### src/rtl/remus_pdi_gearbox_pkg.sv
// Shared constants and helpers for the Remus public-data input gearbox.
// Covers legal bus widths, the pack ratio and byte-lane counts, and the MSB-first slot order.
package remus_pdi_gearbox_pkg;

  localparam bit SLOT_MSB_FIRST = 1'b1;

  function automatic bit ext_width_ok(int w);
    return (w == 8) || (w == 16) || (w == 32) || (w == 64);
  endfunction

  function automatic int pack_ratio(int core_w, int ext_w);
    return core_w / ext_w;
  endfunction

  function automatic int byte_lanes(int w);
    return w / 8;
  endfunction

  function automatic bit is_pow2(int v);
    return (v > 0) && ((v & (v - 1)) == 0);
  endfunction

  // Slot 0 lands in the most-significant bits of the packed word
  function automatic int slot_lsb(int slot, int ext_w, int core_w);
    return SLOT_MSB_FIRST ? core_w - ext_w * (slot + 1) : ext_w * slot;
  endfunction

endpackage

### src/rtl/remus_pdi_gearbox_fifo.sv
// First-word-fall-through synchronous FIFO with a registered fill count.
// The head reads as zero while empty, so outputs are clean after reset.
module remus_sync_fifo #(
  parameter int DATA_W = 8,
  parameter int DEPTH  = 4,
  parameter int CW     = $clog2(DEPTH + 1)
) (
  input  logic              clk,
  input  logic              rst,
  input  logic              push,
  input  logic [DATA_W-1:0] push_data,
  input  logic              pop,
  output logic [DATA_W-1:0] head_data,
  output logic              full,
  output logic              empty,
  output logic [CW-1:0]     fill
);

  localparam int AW = (DEPTH > 1) ? $clog2(DEPTH) : 1;

  logic [DATA_W-1:0] mem [DEPTH];
  logic [AW-1:0]     wr_ptr;
  logic [AW-1:0]     rd_ptr;
  logic [CW-1:0]     count;
  logic              do_push;
  logic              do_pop;

  assign full    = (count == CW'(DEPTH));
  assign empty   = (count == '0);
  assign fill    = count;
  assign do_push = push & ~full;
  assign do_pop  = pop & ~empty;

  // DEPTH is a power of two, so the pointers wrap by natural overflow
  always_ff @(posedge clk or negedge rst) begin
    if (!rst) begin
      wr_ptr <= '0;
      rd_ptr <= '0;
      count  <= '0;
    end else begin
      if (do_push) wr_ptr <= wr_ptr + AW'(1);
      if (do_pop)  rd_ptr <= rd_ptr + AW'(1);
      case ({do_push, do_pop})
        2'b10:   count <= count + CW'(1);
        2'b01:   count <= count - CW'(1);
        default: count <= count;
      endcase
    end
  end

  always_ff @(posedge clk) begin
    if (do_push) mem[wr_ptr] <= push_data;
  end

  assign head_data = empty ? '0 : mem[rd_ptr];

  a_fill_range: assert property (@(posedge clk) disable iff (!rst) count <= CW'(DEPTH));
  a_no_overflow: assert property (@(posedge clk) disable iff (!rst) !(push && full));
  a_no_underflow: assert property (@(posedge clk) disable iff (!rst) !(pop && empty));

endmodule

### src/rtl/remus_pdi_gearbox.sv
// Packs EXT_WIDTH-bit public-data beats into CORE_WIDTH-bit words, tagging byte
// validity and segment end, and buffers them for the mode controller.
module remus_pdi_gearbox
  import remus_pdi_gearbox_pkg::*;
#(
  parameter int EXT_WIDTH  = 8,
  parameter int CORE_WIDTH = 32,
  parameter int DEPTH      = 4,
  parameter int CW         = $clog2(DEPTH + 1)
) (
  input  logic                    clk,
  input  logic                    rst,
  input  logic [EXT_WIDTH-1:0]    pdi_data,
  input  logic                    pdi_valid,
  input  logic                    pdi_last,
  output logic                    pdi_ready,
  output logic [CORE_WIDTH-1:0]   core_data,
  output logic [CORE_WIDTH/8-1:0] core_bvalid,
  output logic                    core_last,
  output logic                    core_valid,
  input  logic                    core_ready,
  output logic [CW-1:0]           fill
);

  localparam int R      = pack_ratio(CORE_WIDTH, EXT_WIDTH);
  localparam int BW     = byte_lanes(CORE_WIDTH);
  localparam int PCW    = (R > 1) ? $clog2(R) : 1;
  localparam int DATA_W = CORE_WIDTH + BW + 1;

  logic [CORE_WIDTH-1:0] pack_reg;
  logic [PCW-1:0]        pack_cnt;
  logic                  ready_en;
  logic                  accept;
  logic                  complete;
  logic [CORE_WIDTH-1:0] word;
  logic [BW-1:0]         bvalid;
  logic                  fifo_full;
  logic                  fifo_empty;
  logic [DATA_W-1:0]     head;

  // ready_en keeps pdi_ready low through reset and the edge that releases it
  assign pdi_ready = ready_en & ~fifo_full;
  assign accept    = pdi_valid & pdi_ready;
  assign complete  = accept & ((pack_cnt == PCW'(R - 1)) | pdi_last);

  always_comb begin
    word = pack_reg;
    for (int i = 0; i < R; i++) begin
      if (pack_cnt == PCW'(i))
        word[slot_lsb(i, EXT_WIDTH, CORE_WIDTH) +: EXT_WIDTH] = pdi_data;
    end
  end

  always_comb begin
    bvalid = '0;
    for (int b = 0; b < BW; b++) begin
      if (b < (int'(pack_cnt) + 1) * (EXT_WIDTH / 8))
        bvalid[BW-1-b] = 1'b1;
    end
  end

  always_ff @(posedge clk or negedge rst) begin
    if (!rst) begin
      pack_reg <= '0;
      pack_cnt <= '0;
      ready_en <= 1'b0;
    end else begin
      ready_en <= 1'b1;
      if (complete) begin
        pack_reg <= '0;
        pack_cnt <= '0;
      end else if (accept) begin
        pack_reg <= word;
        pack_cnt <= pack_cnt + PCW'(1);
      end
    end
  end

  remus_sync_fifo #(
    .DATA_W (DATA_W),
    .DEPTH  (DEPTH),
    .CW     (CW)
  ) u_fifo (
    .clk       (clk),
    .rst       (rst),
    .push      (complete),
    .push_data ({word, bvalid, pdi_last}),
    .pop       (core_valid & core_ready),
    .head_data (head),
    .full      (fifo_full),
    .empty     (fifo_empty),
    .fill      (fill)
  );

  assign core_valid  = ~fifo_empty;
  assign core_data   = head[DATA_W-1 -: CORE_WIDTH];
  assign core_bvalid = head[BW:1];
  assign core_last   = head[0];

  a_ext_width: assert property (@(posedge clk) ext_width_ok(EXT_WIDTH));
  a_ratio: assert property (@(posedge clk)
    (CORE_WIDTH % EXT_WIDTH == 0) && is_pow2(R) && is_pow2(DEPTH) && (DEPTH >= 2));

endmodule
### config.mk
export PLATFORM = sky130hd
export DESIGN_NAME = remus_pdi_gearbox
export DESIGN_NICKNAME = d
export VERILOG_FILES = /design/src/rtl/remus_pdi_gearbox_pkg.sv /design/src/rtl/remus_pdi_gearbox_fifo.sv /design/src/rtl/remus_pdi_gearbox.sv
export SDC_FILE = /design/constraint.sdc
export NUM_CORES = 1
export LEC_CHECK = 0
export ABC_AREA = 0
export BUFFER_PORTS_ARGS = -buffer_cell sky130_fd_sc_hd__buf_2
export CORE_MARGIN = 2
export CORE_UTILIZATION = 62
export CTS_BUF_LIST = sky130_fd_sc_hd__clkbuf_2
export DETAILED_ROUTE_END_ITERATION = 6
export PLACE_DENSITY = 0.88
export SLEW_MARGIN = 25
export SYNTH_ARGS = -nofsm -noshare
export SYNTH_HDL_FRONTEND = slang
export SYNTH_SLANG_ARGS = --single-unit
### constraint.sdc
create_clock -name clk -period 3.4 [get_ports clk]
set_clock_uncertainty 0.2 [all_clocks]
set_input_delay 0.85 -clock clk [delete_from_list [all_inputs] [get_ports clk]]
set_output_delay 0.85 -clock clk [all_outputs]
set_load 0.005 [all_outputs]
== Word-level counts from Yosys, hierarchy flattened ==
Memory sizes are Yosys's and may differ from the RTL's.
Index checks and enable logic that the tools add are counted.
Widths: inputs -> output; s select.
Storage, ports and cells
  register bits: 42
  bits in writable memories: 148
  input bits: 13
  output and inout bits: 42
  word-level logic and storage cells: 52
  memories kept: 1
Operators by class
  $add $sub $neg: 6
  $lt $le $gt $ge: 4
  eq/ne operators: 6
  mux-type cells: 16
  bitwise logic cells: 9
  reduce and logical (&&, ||, !) cells: 4
Memories
  u_fifo.mem: words 4, bits a word 37, read ports 1, clocked after Yosys merged registers in 0, wr ports 1, line remus_pdi_gearbox_fifo.sv:21  | logic [DATA_W-1:0] mem [DEPTH];
Operators by type and width (number)
  $mux 32: 2
  $mux 37: 1
  $lt 1x32->1 const A: 1
  $lt 2x32->1 const A: 1
  $lt 3x32->1 const A: 1
  $mux 8: 4
  $add 2x1->2 const B: 3
  $and 1x1->1: 6
  $eq 2x2->1 const B: 3
  $mux 1: 6
  $pmux 3 s2: 1
  $eq 2x1->1 const B: 2
  $mux 2: 2
  $reduce_bool 2->1: 2
  $add 2x1->3 const B: 1
  $add 3x1->3 const B: 1
  $eq 3x3->1 const B: 1
  $logic_not 3->1: 1
  $lt 2x3->1 const A: 1
  $sub 3x1->3 const B: 1
  $logic_not 2->1: 1
  $not 1->1: 2
  $or 1x1->1: 1

== Depth between registers and ports, before layout ==
  depth in word-level cells: 8
  depth in mapped cells: 11
  mapped depth without buffers: 10

== Modules after synthesis ==
From an unflattened synthesis, not the netlist that was laid out.
Second synthesis, totals
  cell total of the unflattened synthesis: 402
  area, all modules: 7732.4 um2
By module, submodules not included
  remus_sync_fifo: times used 1, cells an instance 272, area an instance 5998.3 um2, seq. area each 4619.4 um2
  remus_pdi_gearbox: times used 1, cells an instance 130, area an instance 1734.2 um2, seq. area each 875.8 um2

== Worst setup path before layout ==
No wires, ideal clock.
  path type: input port to flip-flop
  start: input port pdi_last
  end: memory u_fifo.mem[0][0] (netlist bit), enable pin
  library setup time: 398 ps
  arrival time: 2375 ps
  data required time: 2802 ps
  setup slack: 428 ps
  stages: 4
  path buffers: 1
  path through: nor2_2 > nor3_2 > buf_2 > and2_1
Between the ends
  cells in the longest elaborated chain, start to end: 5
Ends and longest elaborated chain
  start: declaration: line remus_pdi_gearbox.sv:15  | input logic pdi_last,
  $or 1x1->1: line remus_pdi_gearbox.sv:44  | assign complete = accept & ((pack_cnt == PCW'(R - 1)) | pdi_last);
  $and 1x1->1: line remus_pdi_gearbox.sv:44
  $and 1x1->1: line remus_pdi_gearbox_fifo.sv:31  | assign do_push = push & ~full;
  $mux 1: line remus_pdi_gearbox_fifo.sv:52  | if (do_push) mem[wr_ptr] <= push_data;
  $mux 1 (not written as such): line remus_pdi_gearbox_fifo.sv:52
  end: declaration: line remus_pdi_gearbox_fifo.sv:21
Every way passes these cells.

== Final worst setup path ==
  start: register u_fifo.rd_ptr[0]
  end: output port core_data[14]
Between the ends
  cells in the longest elaborated chain, start to end: 2
Ends and longest elaborated chain
  start: declaration: line remus_pdi_gearbox_fifo.sv:23  | logic [AW-1:0] rd_ptr;
  start signal: assignment: line remus_pdi_gearbox_fifo.sv:42  | if (do_pop) rd_ptr <= rd_ptr + AW'(1);
  $mem_v2 4x37
  $mux 37: line remus_pdi_gearbox_fifo.sv:55  | assign head_data = empty ? '0 : mem[rd_ptr];
  end: declaration: line remus_pdi_gearbox.sv:17  | output logic [CORE_WIDTH-1:0] core_data,
Every way passes these cells.

==> impl_metrics.py <==
metrics = {
    "setup_path": {
        "start_kind": "register",
        "worstPathMaxFanout": 17,
        "critPathKind": "register to output pin",
        "crit_chain": "buf_12 -> mux4_2 -> and2_4 -> buf_6",
        "endpoint_kind": "output pin",
        "slowest_delay_ps": 540,
        "slowest_stage": "dfrtp_4",
        "worstPathArrival_ps": 2290,
        "cp.required_ps": 2350,
    },
    "routing": {
        "firstDrtPassIters": 5,
        "routed-wl-met2_mm": 7.42,
        "ant_nets": 0,
        "drtIter0Drc": 452,
        "vias": 4206,
        "wl_mm": 14.7,
        "vias_per_cell": 5.93,
        "wl_met1_mm": 6.11,
        "wl_met3_um": 800,
        "drcViolationCount": 0,
        "maxUsedRoutingLayer": "met4",
        "wl_per_cell_um": 20.7,
    },
    "global_routing": {
        "grt_overflow": 0,
        "grt_pass1_wl_mm": 22.5,
        "first_global_vias": 4182,
        "grt_max_degree": 51,
        "globalRouteTotalUtil_pct": 22.7,
        "antenna_found_initial": 1,
    },
    "outcome": {
        "status": "finished, final reports clean",
    },
    "timing": {
        "hold_ws_ps": 171,
        "fmax_ghz": 0.299,
        "finalHoldViolations": 0,
        "finalCriticalPeriod_ps": 3340,
        "slew_violations": 0,
        "timing.final.crit_share_pct": 98.3,
        "worst_slew_pin_slew_ps": 549,
        "rsz0062_at_grt": "true",
        "slew-limit-headroom_pct": 63.4,
        "setup_viol": 0,
    },
    "logic_synthesis": {
        "syn_inst": 458,
        "syn_avg_cell_area_um2": 17.3,
        "ys_types": 29,
        "syn-num-nets": 484,
        "synthFlopType": "edfxtp_1",
        "ys_ff_latch": 190,
        "ys_async_sr_fraction_pct": 22.1,
        "synthesis.area_um2": 7940,
        "synth-edff-count": 148,
        "ys_seq_area_share_pct": 69.2,
        "ys.warnings.count": 0,
    },
    "layout": {
        "design_area_um2": 8850,
        "final_cells": 709,
        "syn_to_final_growth_pct": 11.5,
        "final_common_cell": "edfxtp_1",
        "drive_gt1_share_pct": 36.8,
        "utilization_pct": 70.5,
        "largest_reg_flops": 148,
        "final_nets": 549,
        "layout_common_cells": "148 x edfxtp_1, 39 x buf_2, 39 x dfrtp_1",
    },
    "die": {
        "placeableCoreArea_um2": 12600,
        "rows": 41,
        "die_w_um": 117,
        "die_y_um": 117,
        "die-area_um2": 13700,
        "initial_core_util_pct": 63.2,
        "io_pins": 55,
    },
    "power_and_ir_drop": {
        "vdd_drop_max_mv": 0.492,
        "power.density_nw_per_um2": 794,
        "p_leak_nw": 3.28,
    },
    "clocking": {
        "numClockSinks": 190,
        "clock_latency_ps": 730,
        "cts_max_level": 4,
        "cts_buffer_depth": 2,
        "cts_buffers": 17,
        "cts_tree": "yes",
        "clock-root-buffer": "clkbuf_2",
        "clk_pin_slew_ps": 260,
    },
    "flow_run": {
        "cap_violations": 0,
    },
    "placed_design": {
        "gp_congestion": 0.762,
        "postPlaceCellArea_um2": 8450,
        "numPortBuffers": 54,
        "place_inst": 672,
        "detailed_place_hpwl_mm": 9.13,
    },
    "worst_hold_path": {
        "hp-class": "input port to register",
    },
}
-- cell type report --
type	instances	area, µm²
Antenna cell	1	2.50
Clock buffer	19	95.1
Clock inverter	13	140
Fill cell	786	3710
Inverter	9	33.8
Multi-Input combinational cell	230	2310
Sequential cell	190	5500
Tap cell	172	215
Timing Repair Buffer	75	558
-- cell usage after synthesis, types with 2 or more instances --
| cell type | n | share of area, % |
|---|---|---|
| or2_2 | 2 | 0.16 |
| mux4_2 | 37 | 10 |
| edfxtp_1 | 148 | 56 |
| o31ai_1 | 24 | 2.3 |
| nand2b_1 | 8 | 0.63 |
| clkbuf_1 | 14 | 0.66 |
| o21ai_0 | 25 | 1.6 |
| nor2_1 | 3 | 0.14 |
| ha_1 | 12 | 1.9 |
| mux2_2 | 34 | 4.8 |
| buf_6 | 2 | 0.28 |
| nor2b_1 | 9 | 0.71 |
| inv_1 | 9 | 0.43 |
| xnor2_1 | 3 | 0.33 |
| nand2_1 | 20 | 0.95 |
| buf_4 | 2 | 0.19 |
| buf_2 | 10 | 0.63 |
| and2_1 | 42 | 3.3 |
| xor2_1 | 3 | 0.33 |
| dfrtp_1 | 42 | 13 |
-- path summary, 6_finish.rpt --
check | from | to | slack [ps] | cells after the start
worst max-delay path | u_fifo.rd_ptr[0] | core_data[14] | 60 | 4
worst min-delay path | pdi_last | u_fifo.mem[2][0] | 170 | 1
worst max register to register | u_fifo.fill[0] | u_fifo.fill[2] | 810 | 9
worst min register to register | pack_reg[2] | pack_reg[2] | 340 | 1
max in group asynchronous | rst | pack_reg[2] | 2190 | 2
min in group asynchronous | rst | pack_reg[26] | 400 | 2
-- power breakdown --
| part | switching, W | internal, W | total (W) |
|---|---|---|---|
| logic | 0.00130 | 0.00148 | 0.00278 |
| clock network | 0.000742 | 0.000347 | 0.00109 |
| registers | 0.000165 | 0.00300 | 0.00317 |
-- metal layers --
layer	vias to the layer above	GRT usage [%]
li1	1863	-
met1	2162	30.7
met2	153	36.6
met3	28	5.36
met4	0	8.63
met5	-	0
-- timing repair --
action | 4_1_cts | 5_1_grt
gates resized for setup | 5 | 26
cloned | 0 | 0
setup buffers | 3 | 0
hold buffers | 1 | 0
hold endpoints to repair | 23 | 0
endpoints found under the setup margin | 33 | 37
-- critical path: cells and delay by family (launching register included) --
family / cells / cell delay [ps]
mux: 1 / 530
simple gates: 1 / 180
buf+inv: 2 / 310
flops: 1 / 540
-- kinds of logic (layout without fill, tap and decap cells) --
kind of cell | after synthesis | in the layout | synth area share, %
buffers and inverters | 38 | 116 | 2.24
AND/OR/NAND/NOR | 89 | 89 | 6.40
other | 1 | 2 | 0.0472
XOR/XNOR | 6 | 6 | 0.662
adder cells (fa/ha/maj) | 13 | 13 | 2.14
flip-flops | 190 | 190 | 69.2
AO/OA/AOI/OAI | 49 | 49 | 3.85
multiplexers | 72 | 72 | 15.4
-- metrics by stage --
stage          total power, W  setup WS (ps)  setup TNS, ps
3_5_place_dp          0.00572            634              0
4_1_cts               0.00685          -22.1          -31.3
2_1_floorplan         0.00487            428              0
3_3_place_gp          0.00560            656              0
5_1_grt               0.00743          -72.6          -1330
6_report              0.00703           58.3              0
Power figures use the tool's default switching activity.
